$ cat src/rtl/vga_tx_pkg.sv
// ---------------------------------------------------------------------------
// vga_tx_pkg
// Shared types, default 640x480@60 timing and helpers for the VGA stream
// transmitter slice (vga_timing_gen, vga_stream_tx).
// ---------------------------------------------------------------------------
package vga_tx_pkg;

  // Transmitter FSM: WAIT_SOF drains/holds the stream until the frame origin,
  // STREAM forwards one pixel per visible pixel-enable.
  typedef enum logic {
    WAIT_SOF = 1'b0,
    STREAM   = 1'b1
  } tx_state_t;

  // Default 640x480@60 (25.175 MHz pixel clock) timing.
  localparam int DEF_H_VIS  = 640;
  localparam int DEF_H_FP   = 16;
  localparam int DEF_H_SYNC = 96;
  localparam int DEF_H_BP   = 48;
  localparam int DEF_V_VIS  = 480;
  localparam int DEF_V_FP   = 10;
  localparam int DEF_V_SYNC = 2;
  localparam int DEF_V_BP   = 33;
  localparam int DEF_RGB_W  = 3;

  // Pin level for a sync signal: active -> pol, inactive -> ~pol.
  function automatic logic sync_level(input logic active, input logic pol);
    return active ? pol : ~pol;
  endfunction

endpackage

$ cat src/rtl/vga_timing_gen.sv
// ---------------------------------------------------------------------------
// vga_timing_gen
// Horizontal/vertical position counters and raster decode.
//
// Ports:
//   clk          system clock
//   reset        synchronous, active-low reset (counters -> (0,0))
//   pix_en_i     pixel-clock enable; counters advance only when high
//   visible_o    current position lies in the visible area
//   hsync_act_o  current position lies in the hsync pulse (logical, not pin)
//   vsync_act_o  current line lies in the vsync pulse (logical, not pin)
//   origin_o     current position is (0,0)
//
// All decode outputs describe the position that the next pix_en evaluates.
// ---------------------------------------------------------------------------
module vga_timing_gen
  import vga_tx_pkg::*;
#(
  parameter int H_VIS  = DEF_H_VIS,
  parameter int H_FP   = DEF_H_FP,
  parameter int H_SYNC = DEF_H_SYNC,
  parameter int H_BP   = DEF_H_BP,
  parameter int V_VIS  = DEF_V_VIS,
  parameter int V_FP   = DEF_V_FP,
  parameter int V_SYNC = DEF_V_SYNC,
  parameter int V_BP   = DEF_V_BP
) (
  input  logic clk,
  input  logic reset,
  input  logic pix_en_i,
  output logic visible_o,
  output logic hsync_act_o,
  output logic vsync_act_o,
  output logic origin_o
);

  localparam int H_TOT = H_VIS + H_FP + H_SYNC + H_BP;
  localparam int V_TOT = V_VIS + V_FP + V_SYNC + V_BP;
  localparam int HW    = $clog2(H_TOT);
  localparam int VW    = $clog2(V_TOT);

  // Sized copies of the timing points so every compare is width-matched.
  localparam logic [HW-1:0] H_LAST = HW'(H_TOT - 1);
  localparam logic [VW-1:0] V_LAST = VW'(V_TOT - 1);
  localparam logic [HW-1:0] H_VISC = HW'(H_VIS);
  localparam logic [VW-1:0] V_VISC = VW'(V_VIS);
  localparam logic [HW-1:0] HS_BEG = HW'(H_VIS + H_FP);
  localparam logic [HW-1:0] HS_END = HW'(H_VIS + H_FP + H_SYNC - 1);
  localparam logic [VW-1:0] VS_BEG = VW'(V_VIS + V_FP);
  localparam logic [VW-1:0] VS_END = VW'(V_VIS + V_FP + V_SYNC - 1);

  logic [HW-1:0] h_q, h_d;
  logic [VW-1:0] v_q, v_d;

  always_comb begin
    h_d = h_q;
    v_d = v_q;
    if (pix_en_i) begin
      if (h_q == H_LAST) begin
        h_d = '0;
        v_d = (v_q == V_LAST) ? '0 : v_q + 1'b1;
      end else begin
        h_d = h_q + 1'b1;
      end
    end
  end

  always_ff @(posedge clk) begin
    if (!reset) begin
      h_q <= '0;
      v_q <= '0;
    end else begin
      h_q <= h_d;
      v_q <= v_d;
    end
  end

  assign visible_o   = (h_q < H_VISC) && (v_q < V_VISC);
  assign hsync_act_o = (h_q >= HS_BEG) && (h_q <= HS_END);
  assign vsync_act_o = (v_q >= VS_BEG) && (v_q <= VS_END);
  assign origin_o    = (h_q == '0) && (v_q == '0);

endmodule

$ cat src/rtl/vga_stream_tx.sv
// ---------------------------------------------------------------------------
// vga_stream_tx
// VGA transmitter fed by a valid/ready pixel stream with a start-of-frame
// marker. Drives hsync/vsync/rgb/de with the configured raster timing and
// re-locks to the stream at the next frame origin after any error.
//
// Ports:
//   clk          system clock
//   reset        synchronous, active-low reset
//   pix_en       pixel-clock enable (one clk pulse per pixel)
//   s_valid      input pixel valid
//   s_ready      pixel accepted this clk when s_valid & s_ready (combinational)
//   s_sof        input pixel is (0,0) of a frame
//   s_rgb        input pixel colour
//   err_clr      clears the sticky flags (a same-clk set wins)
//   hsync/vsync  sync outputs, active level SYNC_POL
//   rgb          output colour, 0 outside the visible area / when not streaming
//   de           visible-area data enable
//   frame_start  one-clk pulse alongside output pixel (0,0) of a streamed frame
//   underflow    sticky: stream empty when a visible pixel was needed
//   sof_err      sticky: start-of-frame marker at the wrong position
//
// Raster outputs are registered on the pix_en clk, so they show the position
// evaluated by a pix_en one clk later and hold until the next pix_en.
// ---------------------------------------------------------------------------
module vga_stream_tx
  import vga_tx_pkg::*;
#(
  parameter int H_VIS    = DEF_H_VIS,
  parameter int H_FP     = DEF_H_FP,
  parameter int H_SYNC   = DEF_H_SYNC,
  parameter int H_BP     = DEF_H_BP,
  parameter int V_VIS    = DEF_V_VIS,
  parameter int V_FP     = DEF_V_FP,
  parameter int V_SYNC   = DEF_V_SYNC,
  parameter int V_BP     = DEF_V_BP,
  parameter int RGB_W    = DEF_RGB_W,
  parameter bit SYNC_POL = 1'b0
) (
  input  logic             clk,
  input  logic             reset,
  input  logic             pix_en,
  input  logic             s_valid,
  output logic             s_ready,
  input  logic             s_sof,
  input  logic [RGB_W-1:0] s_rgb,
  input  logic             err_clr,
  output logic             hsync,
  output logic             vsync,
  output logic [RGB_W-1:0] rgb,
  output logic             de,
  output logic             frame_start,
  output logic             underflow,
  output logic             sof_err
);

  logic visible, hs_act, vs_act, origin;

  vga_timing_gen #(
    .H_VIS (H_VIS),  .H_FP (H_FP),  .H_SYNC (H_SYNC),  .H_BP (H_BP),
    .V_VIS (V_VIS),  .V_FP (V_FP),  .V_SYNC (V_SYNC),  .V_BP (V_BP)
  ) u_timing (
    .clk         (clk),
    .reset       (reset),
    .pix_en_i    (pix_en),
    .visible_o   (visible),
    .hsync_act_o (hs_act),
    .vsync_act_o (vs_act),
    .origin_o    (origin)
  );

  tx_state_t        state_q, state_d;
  logic             hsync_q, hsync_d;
  logic             vsync_q, vsync_d;
  logic             de_q, de_d;
  logic [RGB_W-1:0] rgb_q, rgb_d;
  logic             fs_q, fs_d;
  logic             uf_q, uf_d;
  logic             se_q, se_d;

  // Per-pixel decisions, only meaningful while pix_en is high.
  logic [RGB_W-1:0] pix_rgb;
  logic             fs_set, uf_set, se_set;

  always_comb begin
    state_d = state_q;
    s_ready = 1'b0;
    pix_rgb = '0;
    fs_set  = 1'b0;
    uf_set  = 1'b0;
    se_set  = 1'b0;
    if (pix_en) begin
      case (state_q)
        WAIT_SOF: begin
          if (s_valid && !s_sof) begin
            // Drain leftovers of a broken frame, independent of raster position.
            s_ready = 1'b1;
          end else if (s_valid && s_sof && origin) begin
            s_ready = 1'b1;
            pix_rgb = s_rgb;
            fs_set  = 1'b1;
            state_d = STREAM;
          end
          // An sof pixel away from the origin is held until (0,0).
        end
        STREAM: begin
          if (visible) begin
            if (!s_valid) begin
              uf_set  = 1'b1;
              state_d = WAIT_SOF;
            end else if (s_sof && !origin) begin
              // Early sof: keep it, it starts the next frame.
              se_set  = 1'b1;
              state_d = WAIT_SOF;
            end else if (!s_sof && origin) begin
              // Missing sof at origin: the pixel belongs to a stale frame, drop it.
              s_ready = 1'b1;
              se_set  = 1'b1;
              state_d = WAIT_SOF;
            end else begin
              s_ready = 1'b1;
              pix_rgb = s_rgb;
              fs_set  = origin;
            end
          end
        end
        default: state_d = WAIT_SOF;
      endcase
    end
  end

  always_comb begin
    hsync_d = hsync_q;
    vsync_d = vsync_q;
    de_d    = de_q;
    rgb_d   = rgb_q;
    if (pix_en) begin
      hsync_d = sync_level(hs_act, SYNC_POL);
      vsync_d = sync_level(vs_act, SYNC_POL);
      de_d    = visible;
      rgb_d   = pix_rgb;
    end
    // frame_start is a single-clk pulse, not held across the pixel period.
    fs_d = fs_set;
    uf_d = uf_set ? 1'b1 : (err_clr ? 1'b0 : uf_q);
    se_d = se_set ? 1'b1 : (err_clr ? 1'b0 : se_q);
  end

  always_ff @(posedge clk) begin
    if (!reset) begin
      state_q <= WAIT_SOF;
      hsync_q <= ~SYNC_POL;
      vsync_q <= ~SYNC_POL;
      de_q    <= 1'b0;
      rgb_q   <= '0;
      fs_q    <= 1'b0;
      uf_q    <= 1'b0;
      se_q    <= 1'b0;
    end else begin
      state_q <= state_d;
      hsync_q <= hsync_d;
      vsync_q <= vsync_d;
      de_q    <= de_d;
      rgb_q   <= rgb_d;
      fs_q    <= fs_d;
      uf_q    <= uf_d;
      se_q    <= se_d;
    end
  end

  assign hsync       = hsync_q;
  assign vsync       = vsync_q;
  assign de          = de_q;
  assign rgb         = rgb_q;
  assign frame_start = fs_q;
  assign underflow   = uf_q;
  assign sof_err     = se_q;

endmodule
$ cat config.mk
export PLATFORM = sky130hd
export DESIGN_NAME = vga_stream_tx
export DESIGN_NICKNAME = d
export VERILOG_FILES = /design/src/rtl/vga_tx_pkg.sv /design/src/rtl/vga_timing_gen.sv /design/src/rtl/vga_stream_tx.sv
export SDC_FILE = /design/constraint.sdc
export NUM_CORES = 1
export LEC_CHECK = 0
export CAP_MARGIN = 5
export CORE_MARGIN = 2
export CORE_UTILIZATION = 50
export CTS_CLUSTER_SIZE = 14
export DETAILED_ROUTE_END_ITERATION = 10
export GPL_ROUTABILITY_DRIVEN = 0
export MAX_ROUTING_LAYER = met4
export PLACE_DENSITY = 0.73
export SYNTH_ARGS = -nofsm -noshare
export SYNTH_HDL_FRONTEND = slang
export SYNTH_SLANG_ARGS = --single-unit
$ cat constraint.sdc
create_clock -name clk -period 5.4 [get_ports clk]
set_clock_uncertainty 0.1 [all_clocks]
set_input_delay 0.54 -clock clk [delete_from_list [all_inputs] [get_ports clk]]
set_output_delay 0.54 -clock clk [all_outputs]
set_load 0.05 [all_outputs]
==> Word-level counts from Yosys, hierarchy flattened <==
Cells that the tools add are included.
Widths: inputs -> output; s select.
{ "classes": {"bitwise_logic": 1, "mux": 42, "addsub": 2, "magnitude_cmp": 6, "n_eq_ne": 2, "n_reduce_logical": 17} }
{ "ops": {"columns": ["op", "count"], "rows": [
  ["$mux 1", 30],
  ["$add 10x1->10 const B", 2],
  ["$eq 10x10->1 const B", 2],
  ["$logic_not 10->1", 2],
  ["$mux 10", 2],
  ["$mux 3", 6],
  ["$ge 10x10->1 const B", 1],
  ["$ge 10x9->1 const B", 1],
  ["$le 10x10->1 const B", 1],
  ["$le 10x9->1 const B", 1],
  ["$lt 10x10->1 const B", 1],
  ["$lt 10x9->1 const B", 1],
  ["$logic_and 1x1->1", 9],
  ["$pmux 1 s2", 3],
  ["$pmux 3 s2", 1],
  ["$reduce_and 2->1", 2],
  ["$reduce_bool 2->1", 2],
  ["$logic_not 1->1", 2],
  ["$not 1->1", 1]
]} }
{ "totals": {"word_cells": 80, "input_bits": 9, "output_inout_bits": 10, "regBits": 30} }

==> Logic depth before layout (Yosys ltp) <==
{ "depth": {"depth_word": 10, "mapped_depth": 11, "mapped_depth_nobuf": 11} }

==> Modules after synthesis <==
From an unflattened synthesis, not the netlist that was laid out.
{ "hier_totals": {"hier_cells": 191, "area_unflattened_um2": 1631.6} }
{ "by_module_without_submodules": {"columns": ["module", "instances", "area_each_um2", "cells_each", "seq_area_each_um2"], "rows": [
  ["vga_timing_gen", 1, 1113.6, 131, 400.4],
  ["vga_stream_tx", 1, 518.0, 60, 200.2]
]} }

==> Worst setup path after synthesis <==
Ideal clock, no wire load.
{ "synth_path": {"kind": "register to output", "from": "register u_timing.h_q[4]", "to": "output port s_ready", "stages_incl_launch_ff": 7, "setup_slack_ns": 1.638, "t_arrival_ns": 3.122, "path_buffers": 1, "t_required_ns": 4.760, "path_cell_list": "dfxtp_1 buf_6 or4_4 or4b_1 ha_1 o21a_1 a311oi_1"} }
{ "synth_via": {"elab_chain_cells": 9} }
{ "synth_lines": {"columns": ["item", "line", "rtl"], "rows": [
  ["start, declared", "vga_timing_gen.sv:52", "logic [HW-1:0] h_q, h_d;"],
  ["start signal, assigned", "vga_timing_gen.sv:70", "h_q <= '0;"],
  ["start signal, assigned", "vga_timing_gen.sv:73", "h_q <= h_d;"],
  ["branches (longest 7 deep; another with $lt 10x10->1)", null, null],
  ["$pmux 1 s2 *", "vga_stream_tx.sv:93", "case (state_q)"],
  ["$mux 1 *", "vga_stream_tx.sv:92", "if (pix_en) begin"],
  ["end, declared", "vga_stream_tx.sv:44", "output logic s_ready,"]
]} }
Every way passes the cells marked *.

==> Final worst setup path <==
Same ends and word-level chain as after synthesis.

==> impl_metrics.json <==
{
  "netlist_top_cells_area": "dfxtp_1 (38%), ha_1 (6.3%), xnor2_1 (3.8%), nand3_1 (3.8%), nor2_1 (3.3%)",
  "rrSetupSlack_ns": 2.75,
  "die_w_um": 60.6,
  "routed_wl_um": 3490,
  "synth_top_family_by_area": "simple AND/OR/NAND/NOR gates",
  "design.core.area_um2": 3050,
  "syn_area_um2": 1600,
  "power_switching_uw": 107,
  "synth_edf_count": 0,
  "swShare": 0.258,
  "worstPathArrival_ns": 3.40,
  "internal-power_uw": 308,
  "cp-start-kind": "register",
  "max_freq_mhz": 248,
  "path_class": "register to output pin",
  "vias": 1432,
  "routedWlPerCell_um": 13.9,
  "outcome": "completed",
  "grt_pass1_vias": 1375,
  "synthMuxAreaShare": 0.0133,
  "powerDensity_nw_per_um2": 222,
  "clkTransAtPathRegs_ns": 0.09,
  "drt_iter0_drc": 87,
  "drive_gt1_frac": 0.0531,
  "synthSimpleGateAreaFrac": 0.332,
  "tightest_slew_ns": 0.947,
  "die_area_um2": 3670,
  "min_path_type": "register to register",
  "p_leak_uw": 0.000662,
  "maxCapViolations": 0,
  "fin_hold_ws_ns": 0.395,
  "start_util": 0.524,
  "reg2regPathDepth": 7,
  "hold_viol_final": 0,
  "setup_viol": 0,
  "nFillCells": 281,
  "cts_resized": 0,
  "rsz0062_at_grt": "no",
  "cp_top_family": "simple AND/OR/NAND/NOR gates",
  "irDropWorstVdd_mv": 0.136,
  "cts_buffers": 5,
  "synthFlopType": "dfxtp_1",
  "grt-ovfl-total": 0,
  "synth_common_cells": "dfxtp_1 (30), nor2_1 (14), inv_1 (12), nand3_1 (12), nand2_1 (10)",
  "max_slew_margin": 0.363,
  "r2r-start": "u_timing.h_q[4]",
  "cp-end-kind": "output pin",
  "synth_nets": 204,
  "crit_path_top_delay_cell": "clkdlybuf4s50_1",
  "worstReg2RegEnd": "rgb[0]",
  "power_uw": 415,
  "cts_max_level": 2,
  "first_pass_iters": 4,
  "hold_depth": 2,
  "postRouteAntennaNets": 0,
  "hpwlAfterDp_um": 2470,
  "fin_ws_ns": 1.36,
  "p_clk_frac": 0.337,
  "dpl_worst_slack_ns": 1.73,
  "portBuffers": 18,
  "synth_async_sr_flop_share": 0,
  "cts_hold_buf": 0,
  "grt_pass1_wl_um": 6110,
  "p_seq_frac": 0.548,
  "yosysTopAreaCellShare": 0.375,
  "yosys_warnings": 0,
  "worstPathRequired_ns": 4.76,
  "antenna_found_initial": 0,
  "synth_cell_type_count": 42,
  "synth-compound-area-share": 0.104,
  "seq_area_frac_synth": 0.375,
  "hold_path_end": "rgb[2]",
  "drv_slew": 0,
  "cts_sinks": 30,
  "finalNetCount": 223,
  "ys_ff_latch": 30,
  "antenna_cells": 0,
  "worstPathCellList": "or4_4 > or4b_1 > ha_1 > o21a_1 > a311oi_1 > clkdlybuf4s50_1",
  "cts_tree": "done",
  "critPathMaxFanout": 9,
  "synthCells": 187,
  "io_pins": 19,
  "slowest_delay_ns": 0.85,
  "insertion_delay_ns": 0.33,
  "synth_xor_area_frac": 0.0657,
  "synthAdderAreaFrac": 0.0625,
  "min-delay-start": "rgb[2]",
  "yosysTopAreaCell": "dfxtp_1",
  "route.detailed.drc": 0,
  "grt.total_usage": 0.232,
  "vias_per_cell": 5.71,
  "fp.dieH_um": 60.6,
  "rows": 20,
  "synthMostInstantiatedCell": "dfxtp_1",
  "cp.buffers_inverters": 1,
  "final_min_period_over_clock_period": 0.747,
  "combPwrFrac": 0.116,
  "clock-root-buffer": "clkbuf_4",
  "clk_path_buf_depth": 2,
  "grt_max_degree": 22,
  "finalSetupTns_ns": 0,
  "cts_setup_buffers": 0,
  "syn_to_final_growth_pct": 16.6,
  "period_needed_ns": 4.04,
  "synth.avg_cell_area_um2": 8.56
}
[final cells by class]
type	count	area (µm²)	area share
multi-input combinational	139	925	0.496
tap	44	55.1	0.0295
inverter	12	45.0	0.0241
timing repair buffer	18	180	0.0966
clock inverter	1	5.00	0.00268
sequential	30	601	0.322
clock buffer	7	55.1	0.0295
[worst reg2reg max path, cell delays in order (launching register included)]
cell,delay [ns]
dfxtp_1,0.39
or4_4,0.56
or4b_1,0.57
ha_1,0.23
nor4bb_1,0.28
nand4b_1,0.15
o21a_1,0.17
o21ai_1,0.13
[power groups by stage]
stage	registers, µW	logic [µW]	clock network (µW)
6_report	227	48.0	140
5_1_grt	228	53.2	157
4_1_cts	227	48.3	143
3_5_place_dp	232	48.0	0
3_3_place_gp	232	46.3	0
2_1_floorplan	237	26.2	0
[kinds of logic (layout without fill, tap and decap cells)]
kind of cell             after synthesis  after routing
buffers and inverters                 18             38
AND/OR/NAND/NOR                       89             89
XOR/XNOR                              12             12
adder cells (fa/ha/maj)                8              8
multiplexers                           2              2
AO/OA/AOI/OAI                         28             28
flip-flops                            30             30
[cells in the final DEF, fill, tap and decap left out, drive strengths merged, types with 3 or more instances in the layout]
master         synthesis  layout
dfxtp                 30      30
nand4                  8       8
clkbuf                 4       7
clkdlybuf4s50          0      18
nand3b                 4       4
a21oi                  7       7
inv                   12      12
xnor2                  7       7
and4                   3       3
nand2                 10      10
and2                   5       5
nand4b                 4       4
nor2b                  3       3
nor2                  14      14
or4                    5       5
ha                     8       8
or3                    6       6
or2                    3       3
o21ai                 12      12
nand3                 12      12
o32ai                  3       3
xor2                   5       5
[worst max path at each step]
stage	from	to	slack [ns]	cells past startpoint
floorplan	u_timing.h_q[4]	s_ready	1.64	6
global placement	u_timing.h_q[4]	s_ready	1.81	6
detailed placement	u_timing.h_q[3]	s_ready	1.73	7
CTS	u_timing.h_q[3]	s_ready	1.35	7
global route	u_timing.h_q[3]	s_ready	1.18	7
finish	u_timing.h_q[4]	s_ready	1.36	6
[per-stage QoR]
step | cell area (µm²) | util | cells
6_report | 1870 | 0.611 | 251
5_1_grt | 1870 | 0.611 | 251
4_1_cts | 1870 | 0.611 | 251
3_5_place_dp | 1810 | 0.591 | 243
3_3_place_gp | 1810 | 0.591 | 243
2_1_floorplan | 1600 | - | 187
[routing by layer]
| metal | track usage | routed length [µm] | vias up |
|---|---|---|---|
| li1 | - | - | 709 |
| met5 | - | 0 | - |
| met2 | 0.378 | 1700 | 23 |
| met1 | 0.272 | 1600 | 691 |
| met3 | 0.0661 | 115 | 9 |
| met4 | 0.0807 | 69 | 0 |
(Power assumes the default switching activity.)
==> RTL change 1: new RTL, config.mk and constraints unchanged <==
`h_q` no longer has a reset.
--- a/src/rtl/vga_timing_gen.sv
+++ b/src/rtl/vga_timing_gen.sv
@@ -67,12 +67,14 @@
 
   always_ff @(posedge clk) begin
     if (!reset) begin
-      h_q <= '0;
       v_q <= '0;
     end else begin
-      h_q <= h_d;
       v_q <= v_d;
     end
+  end
+
+  always_ff @(posedge clk) begin
+    h_q <= h_d;
   end
 
   assign visible_o   = (h_q < H_VISC) && (v_q < V_VISC);
Check against the original RTL: not equivalent (a bounded check fails within 4 cycles, from zero or initial values and one cycle with reset low).
==> RTL change 1 against the unedited design <==
Final area is 5.1% higher; total power is 1.8% higher; register-to-register slack worse by 0.39 ns; sequential power is 11% higher; area after synthesis is 6.2% higher; first-iteration DRC count is 24% higher; core utilization is 1.9 points lower; sequential cell count stayed put; setup slack worse by 0.52 ns; routed wire length is 6.2% higher.
==> RTL change 1: results (changes against the unedited design) <==
• **status** finished, final reports clean
• **number of cells on the worst reg-to-reg path** 8, +1
• **top cell types by occurrence after synthesis** dfxtp_1 (20), nand3_1 (20), nor2_1 (14), nand2_1 (11)
• **placed cell area** 0.00191 mm², +5.9%
• **count of unique library cells instantiated by Yosys** 39, -7.1%
• **met3 global-route usage** 0.0761, +0.00999
• **met1 wire length** 1.55 mm, -2.9%
• **Worst path max stage delay** 0.82 ns, -0.03 ns
• **Lkg Pwr** 0.654 nW, -1.2%
• **Slew @ Worst Pin** 0.597 ns, -0.350 ns
• **Worst Setup Slack post-DPL** 1.20 ns, -0.526 ns
• **first-pass iteration count of the detailed router** 5, +1
• **Arrival @ worst endpoint** 3.92 ns, +0.52 ns
• **vias** 1553, +8.4%
• **cell types with the largest area share after synthesis** dfxtp_1 (24%), edfxtp_1 (18%), nand3_1 (5.9%), ha_1 (5.2%), xnor2_1 (3.6%)
• **post-DP HPWL** 2.74 mm, +11%
• **global-route track usage on met2** 0.361, -0.0165
• **ratio of cells with drive above 1 in the final layout** 0.0472, -0.00597
• **GRT Resource Usage Total** 0.220, -0.0112
• **beginning of the worst hold path** sof_err$_SDFFE_PN0P_
• **setup slack of the worst register-to-register path** 2.36 ns, -0.39 ns
• **Layout Cells excl Fill** 258, +2.8%
• **total instance count after detailed placement** 250, +2.9%
• **fill cell count** 305, +8.5%
• **largest fanout on the critical path** 7, -2
• **adder-cell share of the synthesized area** 0.0515, -0.0110
• **via count of the first global-routing pass** 1472, +7.1%
• **Post-Synthesis Net Count** 210, +2.9%
• **net switching component of the power** 0.000109 W, +1.9%
• **launching point of the worst reg2reg path** u_timing.h_q[5]$_SDFFCE_PN0P_
• **Detail Route met2 WL** 1.83 mm, +7.5%
• **compound-cell area share of the yosys netlist** 0.118, +0.0138
• **count of flip-flops with a built-in enable after synthesis** 10, +10
• **Synth Area in XOR/XNOR** 0.0515, -0.0141
• **gate count of the mapped netlist** 194, +3.7%
• **met3 layer wire length in the routed design** 257 µm, +120%
• **highest ir drop seen on vdd** 129 µV, -5.5%
• **mux share of post-synthesis cell area** 0.0118, -0.00151
• **pin count of the biggest net entering global routing** 24, +9.1%
• **met1 track demand over resource in global routing** 0.244, -0.0284
• **final hold slack** 0.388 ns, -0.00745 ns
• **wire length of the first global-routing pass** 6.53 mm, +6.8%
-- RTL change 1: final cells by class --
cell class	instances	area, µm²	area share
Clock buffer	8	48.8	0.0249
Timing Repair Buffer	20	195	0.0996
Multi-Input combinational cell	144	921	0.470
Inverter	10	37.5	0.0191
Tap cell	46	57.6	0.0294
Sequential cell	30	701	0.357
-- RTL change 1: worst max-delay path by stage --
stage	to	slack, ns
floorplan	s_ready	1.52
CTS	s_ready	0.83
detailed placement	s_ready	1.20
global route	s_ready	0.57
finish	s_ready	0.84
global placement	s_ready	1.32
-- RTL change 1: power groups by stage --
stage	Sequential [W]	Clock, W	Combinational, W
finish	0.000253	0.000124	0.0000452
global route	0.000255	0.000143	0.0000506
CTS	0.000253	0.000130	0.0000455
detailed placement	0.000258	0	0.0000450
global placement	0.000257	0	0.0000435
floorplan	0.000256	0	0.0000281
==> RTL change 2: new RTL, same flow settings <==
Made on the original files. The package constant `DEF_V_SYNC` goes from 2 to 4.
--- a/src/rtl/vga_tx_pkg.sv
+++ b/src/rtl/vga_tx_pkg.sv
@@ -19,7 +19,7 @@
   localparam int DEF_H_BP   = 48;
   localparam int DEF_V_VIS  = 480;
   localparam int DEF_V_FP   = 10;
-  localparam int DEF_V_SYNC = 2;
+  localparam int DEF_V_SYNC = 4;
   localparam int DEF_V_BP   = 33;
   localparam int DEF_RGB_W  = 3;
 
Formal check against the unedited RTL: no difference found for any inputs over 10 cycles, from zero or initial values and one cycle with reset low; that may be too few to reach the edited logic, so the function may still have changed.
==> RTL change 2 against the unedited design <==
Area after synthesis fell by 0.70%; highest routed layer unchanged; setup slack improved by 0.039 ns; total power rose by 9.9%; first-iteration DRC count rose by 13%; sequential share of layout area rose by 0.087 points; routed wire length fell by 1.2%; final area fell by 0.27%; sequential cell count did not move; global-route usage fell by 0.68 points.
==> RTL change 2: results (changes against the unedited design) <==
• **worst min-delay path class** register to register
• **count of unique library cells instantiated by Yosys** 40, -4.8%
• **cell types with the largest area share after synthesis** dfxtp_1 (38%), ha_1 (7.9%), xor2_1 (6.1%), nor2_1 (5.0%), nand2_1 (3.8%)
• **buffer cell driving the clock tree root** clkbuf_4
• **pin count of the biggest net entering global routing** 22, unchanged
• **total inserted antenna cells** 0, unchanged
• **quantity of gates resized following cts** 0, unchanged
• **total grt overflow** 0, unchanged
• **initial antenna violation count** 0, unchanged
• **Slew @ Worst Pin** 0.733 ns, -0.214 ns
• **number of warnings issued by yosys** 0, unchanged
• **top cell types by occurrence after synthesis** dfxtp_1 (30), nor2_1 (21), nand2_1 (16), xor2_1 (11)
• **GRT Resource Usage Total** 0.225, -0.00679
• **Arrival @ worst endpoint** 3.36 ns, -0.04 ns
• **clock latency of the later-clocked register in the worst-skew pair** 0.34 ns
• **Port Buffer Count** 18, unchanged
• **Post-Synthesis Net Count** 203, -0.49%
• **average via count per standard cell** 5.46, -4.2%
• **placed cell area** 0.00178 mm², -1.2%
• **via count of the first global-routing pass** 1361, -1.0%
• **largest fanout on the critical path** 7, -2
• **highest ir drop seen on vdd** 153 µV, +12%
• **fraction of registers with async set/reset** 0, unchanged
• **status** finished, final reports clean
• **clock buffer depth** 2, unchanged
• **wire length of the first global-routing pass** 5.87 mm, -4.1%
• **Routed wire per std cell** 14.0 µm, +0.77%
• **Switching Fraction** 0.255, -0.00267
• **CTS Buf Count** 5, unchanged
• **clock transition at the register clock pins on the worst setup and hold paths after CTS** 0.10 ns
• **post-CTS repair timing setup buffer count** 0, unchanged
• **CTS HTree Levels** 2, unchanged
• **first-pass iteration count of the detailed router** 4, unchanged
• **post-DP HPWL** 2.46 mm, -0.56%
• **proportion of synthesized chip area in sequential cells** 0.378, +0.00266
• **Lkg Pwr** 0.703 nW, +6.2%
• **ratio of cells with drive above 1 in the final layout** 0.0743, +0.0211
• **final-stage net count** 220, -1.3%
• **number of violations reported at the end of detailed-routing iteration 0** 98, +13%
• **predominant post-synthesis flop cell** dfxtp_1
RTL change 2: cell count changes in the layout (fill, tap and decap cells not counted), moves of 3 or more:
cell | unedited run | this run
o21ai_0 | 8 | 5
nand2_1 | 10 | 16
xor2_1 | 5 | 11
and4_1 | 3 | 0
or3_1 | 6 | 0
nor3_1 | 1 | 4
inv_1 | 12 | 8
a21oi_1 | 7 | 1
nor2_1 | 14 | 21
RTL change 2: final cells by class:
class | count | area (µm²)
fillers | 274 | 1170
multi-input cells | 138 | 917
flip-flops and latches | 30 | 601
repair buffers | 18 | 180
well taps | 44 | 55.1
clock inverters | 3 | 40.0
clock buffers | 5 | 37.5
inverters | 8 | 30.0
RTL change 2: critical path, cell delays in order, from the launching register on:
cell and delay (ns):
dfxtp_1 0.36, or4_4 0.54, nor4_1 0.29, and3_1 0.35
inv_1 0.08, ha_1 0.20, o21ai_0 0.19, o31ai_1 0.10
nor2_1 0.10, clkdlybuf4s50_1 0.81
RTL change 2: cell families after synthesis:
logic type / share of synthesized area
xor+xnor: 0.0882
mux: 0.0189
flops: 0.378
simple gates: 0.319
fa+ha+maj: 0.0787
compound gates: 0.0724
buf+inv: 0.0449
RTL change 2: path summary, 6_finish.rpt:
| path | start | endpoint | slack, ns | cells after the start |
|---|---|---|---|---|
| max | u_timing.v_q[5]$_SDFFE_PN0P_ | s_ready | 1.40 | 9 |
| min | rgb[0]$_SDFFE_PN0P_ | rgb[0]$_SDFFE_PN0P_ | 0.38 | 2 |
| max reg2reg | u_timing.v_q[5]$_SDFFE_PN0P_ | rgb[1]$_SDFFE_PN0P_ | 2.75 | 8 |
| min reg2reg | rgb[0]$_SDFFE_PN0P_ | rgb[0]$_SDFFE_PN0P_ | 0.38 | 2 |
RTL change 2: layer usage:
layer | routed length [µm] | vias up | part of all wire | global-route usage
li1 | - | 672 | - | -
met5 | 0 | - | 0 | -
met2 | 1640 | 35 | 0.48 | 0.326
met1 | 1550 | 628 | 0.45 | 0.280
met3 | 182 | 9 | 0.053 | 0.0682
met4 | 65 | 0 | 0.019 | 0.117
RTL change 2: power by group through the flow:
stage	combinational, W	sequential, W	clock, W
finish	0.0000484	0.000228	0.000180
detailed placement	0.0000477	0.000233	0
CTS	0.0000481	0.000228	0.000180
floorplan	0.0000289	0.000237	0
global route	0.0000533	0.000228	0.000191
global placement	0.0000458	0.000232	0
RTL change 2: metrics by stage:
stage | setup WS, ns | instances | hold WS, ns | power [W]
after global placement | 1.91 | 238 | 0.363 | 0.000278
after CTS | 1.43 | 246 | 0.383 | 0.000455
after detailed placement | 1.80 | 238 | 0.367 | 0.000280
final | 1.40 | 246 | 0.382 | 0.000456
after floorplan | 2.30 | 184 | 0.386 | 0.000266
after global routing | 1.24 | 246 | 0.416 | 0.000472
